<file path="src/rtl/alu_logic_pkg.sv">
// Shared definitions for the bitwise logic unit: op encodings and default width.
package alu_logic_pkg;

  typedef logic [1:0] op_sel_t;

  localparam op_sel_t OP_AND  = 2'b00;
  localparam op_sel_t OP_NAND = 2'b01;
  localparam op_sel_t OP_NOR  = 2'b10;
  localparam op_sel_t OP_RSVD = 2'b11;

  localparam int unsigned DEFAULT_WIDTH = 1;

endpackage

</file>
<file path="src/rtl/and_nand_nor_unit_if.sv">
// Operand/result bundle for and_nand_nor_unit; master drives operands, slave returns results.
interface and_nand_nor_unit_if
  import alu_logic_pkg::*;
#(
  parameter int unsigned WIDTH = DEFAULT_WIDTH
) ();

  logic             in_valid;
  logic [WIDTH-1:0] in1;
  logic [WIDTH-1:0] in2;
  op_sel_t          op_sel;
  logic             out_valid;
  logic [WIDTH-1:0] and_out;
  logic [WIDTH-1:0] nand_out;
  logic [WIDTH-1:0] nor_out;
  logic [WIDTH-1:0] result;
  logic             op_err;

  modport master (
    output in_valid, in1, in2, op_sel,
    input  out_valid, and_out, nand_out, nor_out, result, op_err
  );

  modport slave (
    input  in_valid, in1, in2, op_sel,
    output out_valid, and_out, nand_out, nor_out, result, op_err
  );

endinterface

</file>
<file path="src/rtl/bit_gate_comb.sv">
// Purely combinational per-bit AND/NAND/NOR of two operands.
module bit_gate_comb #(
  parameter int unsigned WIDTH = 1
) (
  input  logic [WIDTH-1:0] a,
  input  logic [WIDTH-1:0] b,
  output logic [WIDTH-1:0] and_o,
  output logic [WIDTH-1:0] nand_o,
  output logic [WIDTH-1:0] nor_o
);

  assign and_o  = a & b;
  assign nand_o = ~(a & b);
  assign nor_o  = ~(a | b);

endmodule

</file>
<file path="src/rtl/and_nand_nor_unit.sv">
// Registered bitwise logic unit: AND/NAND/NOR in parallel plus an op-selected result,
// one cycle of latency, holding its outputs while idle.
module and_nand_nor_unit
  import alu_logic_pkg::*;
#(
  parameter int unsigned WIDTH = DEFAULT_WIDTH
) (
  input logic               clk,
  input logic               rst_n,
  and_nand_nor_unit_if.slave bus
);

  logic [WIDTH-1:0] w_and;
  logic [WIDTH-1:0] w_nand;
  logic [WIDTH-1:0] w_nor;
  logic [WIDTH-1:0] w_result;
  logic             w_op_err;

  logic             r_out_valid;
  logic [WIDTH-1:0] r_and;
  logic [WIDTH-1:0] r_nand;
  logic [WIDTH-1:0] r_nor;
  logic [WIDTH-1:0] r_result;
  logic             r_op_err;

  bit_gate_comb #(
    .WIDTH (WIDTH)
  ) u_gates (
    .a      (bus.in1),
    .b      (bus.in2),
    .and_o  (w_and),
    .nand_o (w_nand),
    .nor_o  (w_nor)
  );

  // Result mux and illegal-op decode; the reserved op yields zeros and flags an error.
  always_comb begin
    w_result = '0;
    w_op_err = 1'b0;
    case (bus.op_sel)
      OP_AND:  w_result = w_and;
      OP_NAND: w_result = w_nand;
      OP_NOR:  w_result = w_nor;
      default: w_op_err = 1'b1;
    endcase
  end

  // Output registers: reset clears everything (gate identities included), idle holds data.
  always_ff @(posedge clk) begin
    if (!rst_n) begin
      r_out_valid <= 1'b0;
      r_and       <= '0;
      r_nand      <= '0;
      r_nor       <= '0;
      r_result    <= '0;
      r_op_err    <= 1'b0;
    end else begin
      r_out_valid <= bus.in_valid;
      if (bus.in_valid) begin
        r_and    <= w_and;
        r_nand   <= w_nand;
        r_nor    <= w_nor;
        r_result <= w_result;
        r_op_err <= w_op_err;
      end
    end
  end

  assign bus.out_valid = r_out_valid;
  assign bus.and_out   = r_and;
  assign bus.nand_out  = r_nand;
  assign bus.nor_out   = r_nor;
  assign bus.result    = r_result;
  assign bus.op_err    = r_op_err;

endmodule

</file>
<file path="src/flat_wrapper.sv">
// flat-port wrapper written by rule: the top's interface ports become plain ports
module and_nand_nor_unit_flat import alu_logic_pkg::*;
#(
  parameter int unsigned WIDTH = DEFAULT_WIDTH
)
  (clk, rst_n, bus_in_valid, bus_in1, bus_in2, bus_op_sel, bus_out_valid, bus_and_out, bus_nand_out, bus_nor_out, bus_result, bus_op_err);
  and_nand_nor_unit_if #(.WIDTH(WIDTH)) bus_i ();
  input logic clk;
  input logic rst_n;
  input wire logic [$bits(bus_i.in_valid)-1:0] bus_in_valid;
  input wire logic [$bits(bus_i.in1)-1:0] bus_in1;
  input wire logic [$bits(bus_i.in2)-1:0] bus_in2;
  input wire logic [$bits(bus_i.op_sel)-1:0] bus_op_sel;
  output wire logic [$bits(bus_i.out_valid)-1:0] bus_out_valid;
  output wire logic [$bits(bus_i.and_out)-1:0] bus_and_out;
  output wire logic [$bits(bus_i.nand_out)-1:0] bus_nand_out;
  output wire logic [$bits(bus_i.nor_out)-1:0] bus_nor_out;
  output wire logic [$bits(bus_i.result)-1:0] bus_result;
  output wire logic [$bits(bus_i.op_err)-1:0] bus_op_err;
  assign bus_i.in_valid = bus_in_valid;
  assign bus_i.in1 = bus_in1;
  assign bus_i.in2 = bus_in2;
  assign bus_i.op_sel = bus_op_sel;
  assign bus_out_valid = bus_i.out_valid;
  assign bus_and_out = bus_i.and_out;
  assign bus_nand_out = bus_i.nand_out;
  assign bus_nor_out = bus_i.nor_out;
  assign bus_result = bus_i.result;
  assign bus_op_err = bus_i.op_err;
  and_nand_nor_unit #(.WIDTH(WIDTH)) u_core (.clk(clk), .rst_n(rst_n), .bus(bus_i));
endmodule
</file>
<file path="config.mk">
export PLATFORM = sky130hd
export DESIGN_NAME = and_nand_nor_unit_flat
export DESIGN_NICKNAME = d
export VERILOG_FILES = /design/src/rtl/alu_logic_pkg.sv /design/src/rtl/and_nand_nor_unit_if.sv /design/src/rtl/bit_gate_comb.sv /design/src/rtl/and_nand_nor_unit.sv /design/src/flat_wrapper.sv
export SDC_FILE = /design/constraint.sdc
export NUM_CORES = 1
export LEC_CHECK = 0
export ABC_AREA = 1
export BUFFER_PORTS_ARGS = -buffer_cell sky130_fd_sc_hd__clkbuf_2
export CAP_MARGIN = 20
export CORE_AREA = 5 5 42 44
export CTS_CLUSTER_DIAMETER = 80
export DETAILED_ROUTE_END_ITERATION = 16
export DIE_AREA = 0 0 47 49
export SLEW_MARGIN = 20
export SYNTH_ARGS = -nofsm -noshare
export SYNTH_HDL_FRONTEND = slang
export SYNTH_SLANG_ARGS = --single-unit
export TNS_END_PERCENT = 10
</file>
<file path="constraint.sdc">
create_clock -name clk -period 0.8 [get_ports clk]
set_input_delay 0.04 -clock clk [delete_from_list [all_inputs] [get_ports clk]]
set_output_delay 0.04 -clock clk [all_outputs]
set_load 0.01 [all_outputs]
</file>
* Yosys cells after proc, flatten, opt, wreduce, memory -nomap -nowiden *
Index checks and enable logic that the tools add are counted.
Widths: inputs -> output; s select.

storage, ports and cells
  output and inout bits = 6
  input bits = 7
  bits in registers = 6
  logic and storage cells = 16

operators by class
  bitwise gates (word level) = 4
  mux-type cells = 2
  reduce and logical (&&, ||, !) cells = 2
  eq/ne operators = 2

operator list
  kind                count
  $pmux 1 s3          1
  $reduce_or 3->1     1
  $eq 2x1->1 const B  1
  $eq 2x2->1 const B  1
  $logic_not 2->1     1
  $not 1->1           2
  $and 1x1->1         1
  $mux 1              1
  $or 1x1->1          1

* Depth between registers and ports, before layout *
  depth after elaboration = 3
  depth in mapped cells = 6
  mapped depth without buffers = 6

* By module *
A second synthesis with hierarchy kept.

second synthesis, totals
  cell total of the unflattened synthesis = 35
  area total of the unflattened synthesis = 246.5 µm²

by module, submodules not included
  module             times used  seq. area each (µm²)  area each (µm²)  cells each
  and_nand_nor_unit  1           120.1                 232.7            32
  bit_gate_comb      1           0.0                   13.8             3

* Least setup slack after synthesis *
OpenSTA, ideal clock, no wires.

  kind = register to register
  start point = register u_core.bus.nor_out (netlist name)
  end point = register u_core.r_nor, in the netlist u_core.bus.nor_out
  period minus slack after synthesis = 0.621 ns
  path buffers = 0
  arrival time = 0.504 ns
  setup slack = 0.179 ns
  data required time = 0.683 ns
  library setup time = 0.117 ns
  stages on the path, launching flop included = 3
  path through = dfxtp_1 > o21ai_0 > nor2_1

RTL lines
  element               line                     text
  to (signal assigned)  and_nand_nor_unit.sv:62  r_nor <= w_nor;
  to (decl)             and_nand_nor_unit.sv:22  logic [WIDTH-1:0] r_nor;

* Final worst setup path *
  start point = register u_core.r_result, in the netlist u_core.bus.result
  end point = output bus_result

RTL lines
  element                 line                     text
  from (decl)             and_nand_nor_unit.sv:23  logic [WIDTH-1:0] r_result;
  from (signal assigned)  and_nand_nor_unit.sv:63  r_result <= w_result;
  to (decl)               flat_wrapper.sv:18       output wire logic [$bits(bus_i.result)-1:0] bus_result;

No word-level cell between the ends.

==> impl_metrics.toml <==
[outcome]
status = "finished, final reports clean"

[clock_network]
clk_pin_slew_ns = 0.04
cts_made_buffers = 3
htree_levels = 1
cts_resized = 0
holdBufCountCts = 0
cts_tree = "built"
clk_latency_ns = 0.24
clock_sinks = 6
cts-root-buf = "clkbuf_4"
postCtsSetupBuffers = 0
cts_buffer_depth = 2

[critical_path]
cp_max_fo = 2
cp_data_arrival_time_ns = 0.71
crit_buf_inv = 1
critical_path_class = "register to output port"
cp_top_family = "flip-flops"
cp_slowest_cell = "dfxtp_1"
cpPeakStageDelay_ns = 0.34
critPathRequiredTime_ns = 0.76
cp-start-kind = "register"
path_cells = "clkbuf_2"
critPathCaptureType = "output port"

[sta]
rsz0062_at_grt = "false"
slew_headroom_pct = 88.3
skew_ns = 0
setup_viol = 0
final-hold-violation-count = 0
clock.fmax_mhz = 1330
slew_violations = 0
period_share_pct = 94.2
finalSetupTns_ns = 0
tightest_slew_ns = 0.174
finalCriticalPeriod_ns = 0.753

[logic_synthesis]
syn_nets = 41
synthCells = 34
synth_ff_type = "dfxtp_1"
ys_warn_count = 0
synth_common_cells = "nand2_1, dfxtp_1, inv_1, nor2_1"
ys_seq_elements = 6
synth-edff-count = 0
yosysUniqueCellTypes = 10
synth.area.top_cells = "dfxtp_1, nand2_1, inv_1"
synth_top_area_cell = "dfxtp_1"
synthArstFlopShare_pct = 0
yosysSeqAreaShare_pct = 48.2
yosysTopAreaCellShare_pct = 48.2
syn_area_um2 = 249
synth.most_common_cell = "nand2_1"
syn_avg_cell_area_um2 = 7.32

[global_routing]
grt_pass1_wl_um = 897
grt_max_degree = 7
gr-total-overflow = 0
antenna_found_initial = 0
grt_pass1_vias = 226
grt_usage_pct = 5.85

[floorplan]
initial_core_util_pct = 17.8
die_w_um = 47
rows = 14
die_h_um = 49
dieArea_um2 = 2300
core-area_um2 = 1400
pin_count = 13

[final_layout]
diodes = 0
finalCoreUtilization_pct = 25.1
syn2layout_area_growth_pct = 41.2
nFillCells = 173
drive_above_1_share_pct = 40.8
fin_nets = 58

[placement]
numPortBuffers = 12
dp_hpwl_um = 479
finalWeightedCongestion = 0.691

[power]
power.density_nw_per_um2 = 1960
peakVddDrop_mv = 0.520
p_leak_nw = 0.185

[routing]
wirelength_um = 555
drc_errors = 0
drtIter0Drc = 9
viasPerCell = 3.86
via_count = 251
antenna_left = 0
drtPass1Iterations = 4
routedWlPerCell_um = 8.54

[hold_path]
hold_class = "input port to register"

[run]
maxCapViolCount = 0
-- cell families after synthesis --
| kind of cell | after synthesis | share of synthesized area [%] |
|---|---|---|
| AND/OR/NAND/NOR | 17 | 28.6 |
| flip-flops | 6 | 48.2 |
| AO/OA/AOI/OAI | 5 | 14.1 |
| buffers and inverters | 6 | 9.04 |
-- per-stage QoR --
step	area, um2	hold slack (ns)	cells	power (mW)	setup WS [ns]
after floorplan	249	0.152	34	0.379	0.179
after global placement	329	0.311	62	0.421	0.178
after detailed placement	329	0.316	62	0.423	0.165
after CTS	352	0.0589	65	0.707	0.0202
after global routing	352	0.0873	65	0.733	0.00641
final	352	0.0691	65	0.689	0.0466
-- worst paths after layout --
check                                        start            endpoint  slack [ns]  depth (start not counted)
worst min-delay path                 bus_op_sel[0]   u_core.bus.op_err        0.07                          3
worst min register to register  u_core.bus.and_out  u_core.bus.and_out        0.48                          2
worst max-delay path             u_core.bus.result          bus_result        0.05                          1
worst max register to register  u_core.bus.nor_out  u_core.bus.nor_out        0.19                          2
-- registers in the layout, indices dropped and copies added (netlist names) --
signal,count
u_core.bus.op_err,1
u_core.bus.and_out,1
u_core.bus.nor_out,1
u_core.bus.nand_out,1
u_core.bus.result,1
u_core.bus.out_valid,1
-- cell usage in the layout (no fill, tap or decap), drive strengths merged --
cell type and count:
o31ai 1, o21ai 2, nand2 8, dfxtp 6, nand3 2, nor2 7, clkbuf 15, inv 6
a21oi 2
-- metal layers --
layer,track usage [%],vias to the layer above,share of wire [%]
met3,2.21,2,12
met5,0,-,0
met2,6.79,11,39
li1,-,138,-
met4,6.91,0,3.8
met1,7.05,100,45
-- layout make-up --
cell class / count / area (um2) / share of cell area [%]
Sequential cell: 6 / 120 / 34.2
Inverter: 6 / 22.5 / 6.41
Timing Repair Buffer: 12 / 60.1 / 17.1
Multi-Input combinational cell: 22 / 106 / 30.2
Clock buffer: 3 / 22.5 / 6.41
Tap cell: 16 / 20.0 / 5.69
-- power breakdown --
group,switching (mW),leakage (nW),total (mW),internal [mW]
Sequential,0.00703,0.0495,0.323,0.316
Clock,0.104,0.0138,0.273,0.169
Combinational,0.0541,0.121,0.0923,0.0382
Power figures use the tool's default switching activity.
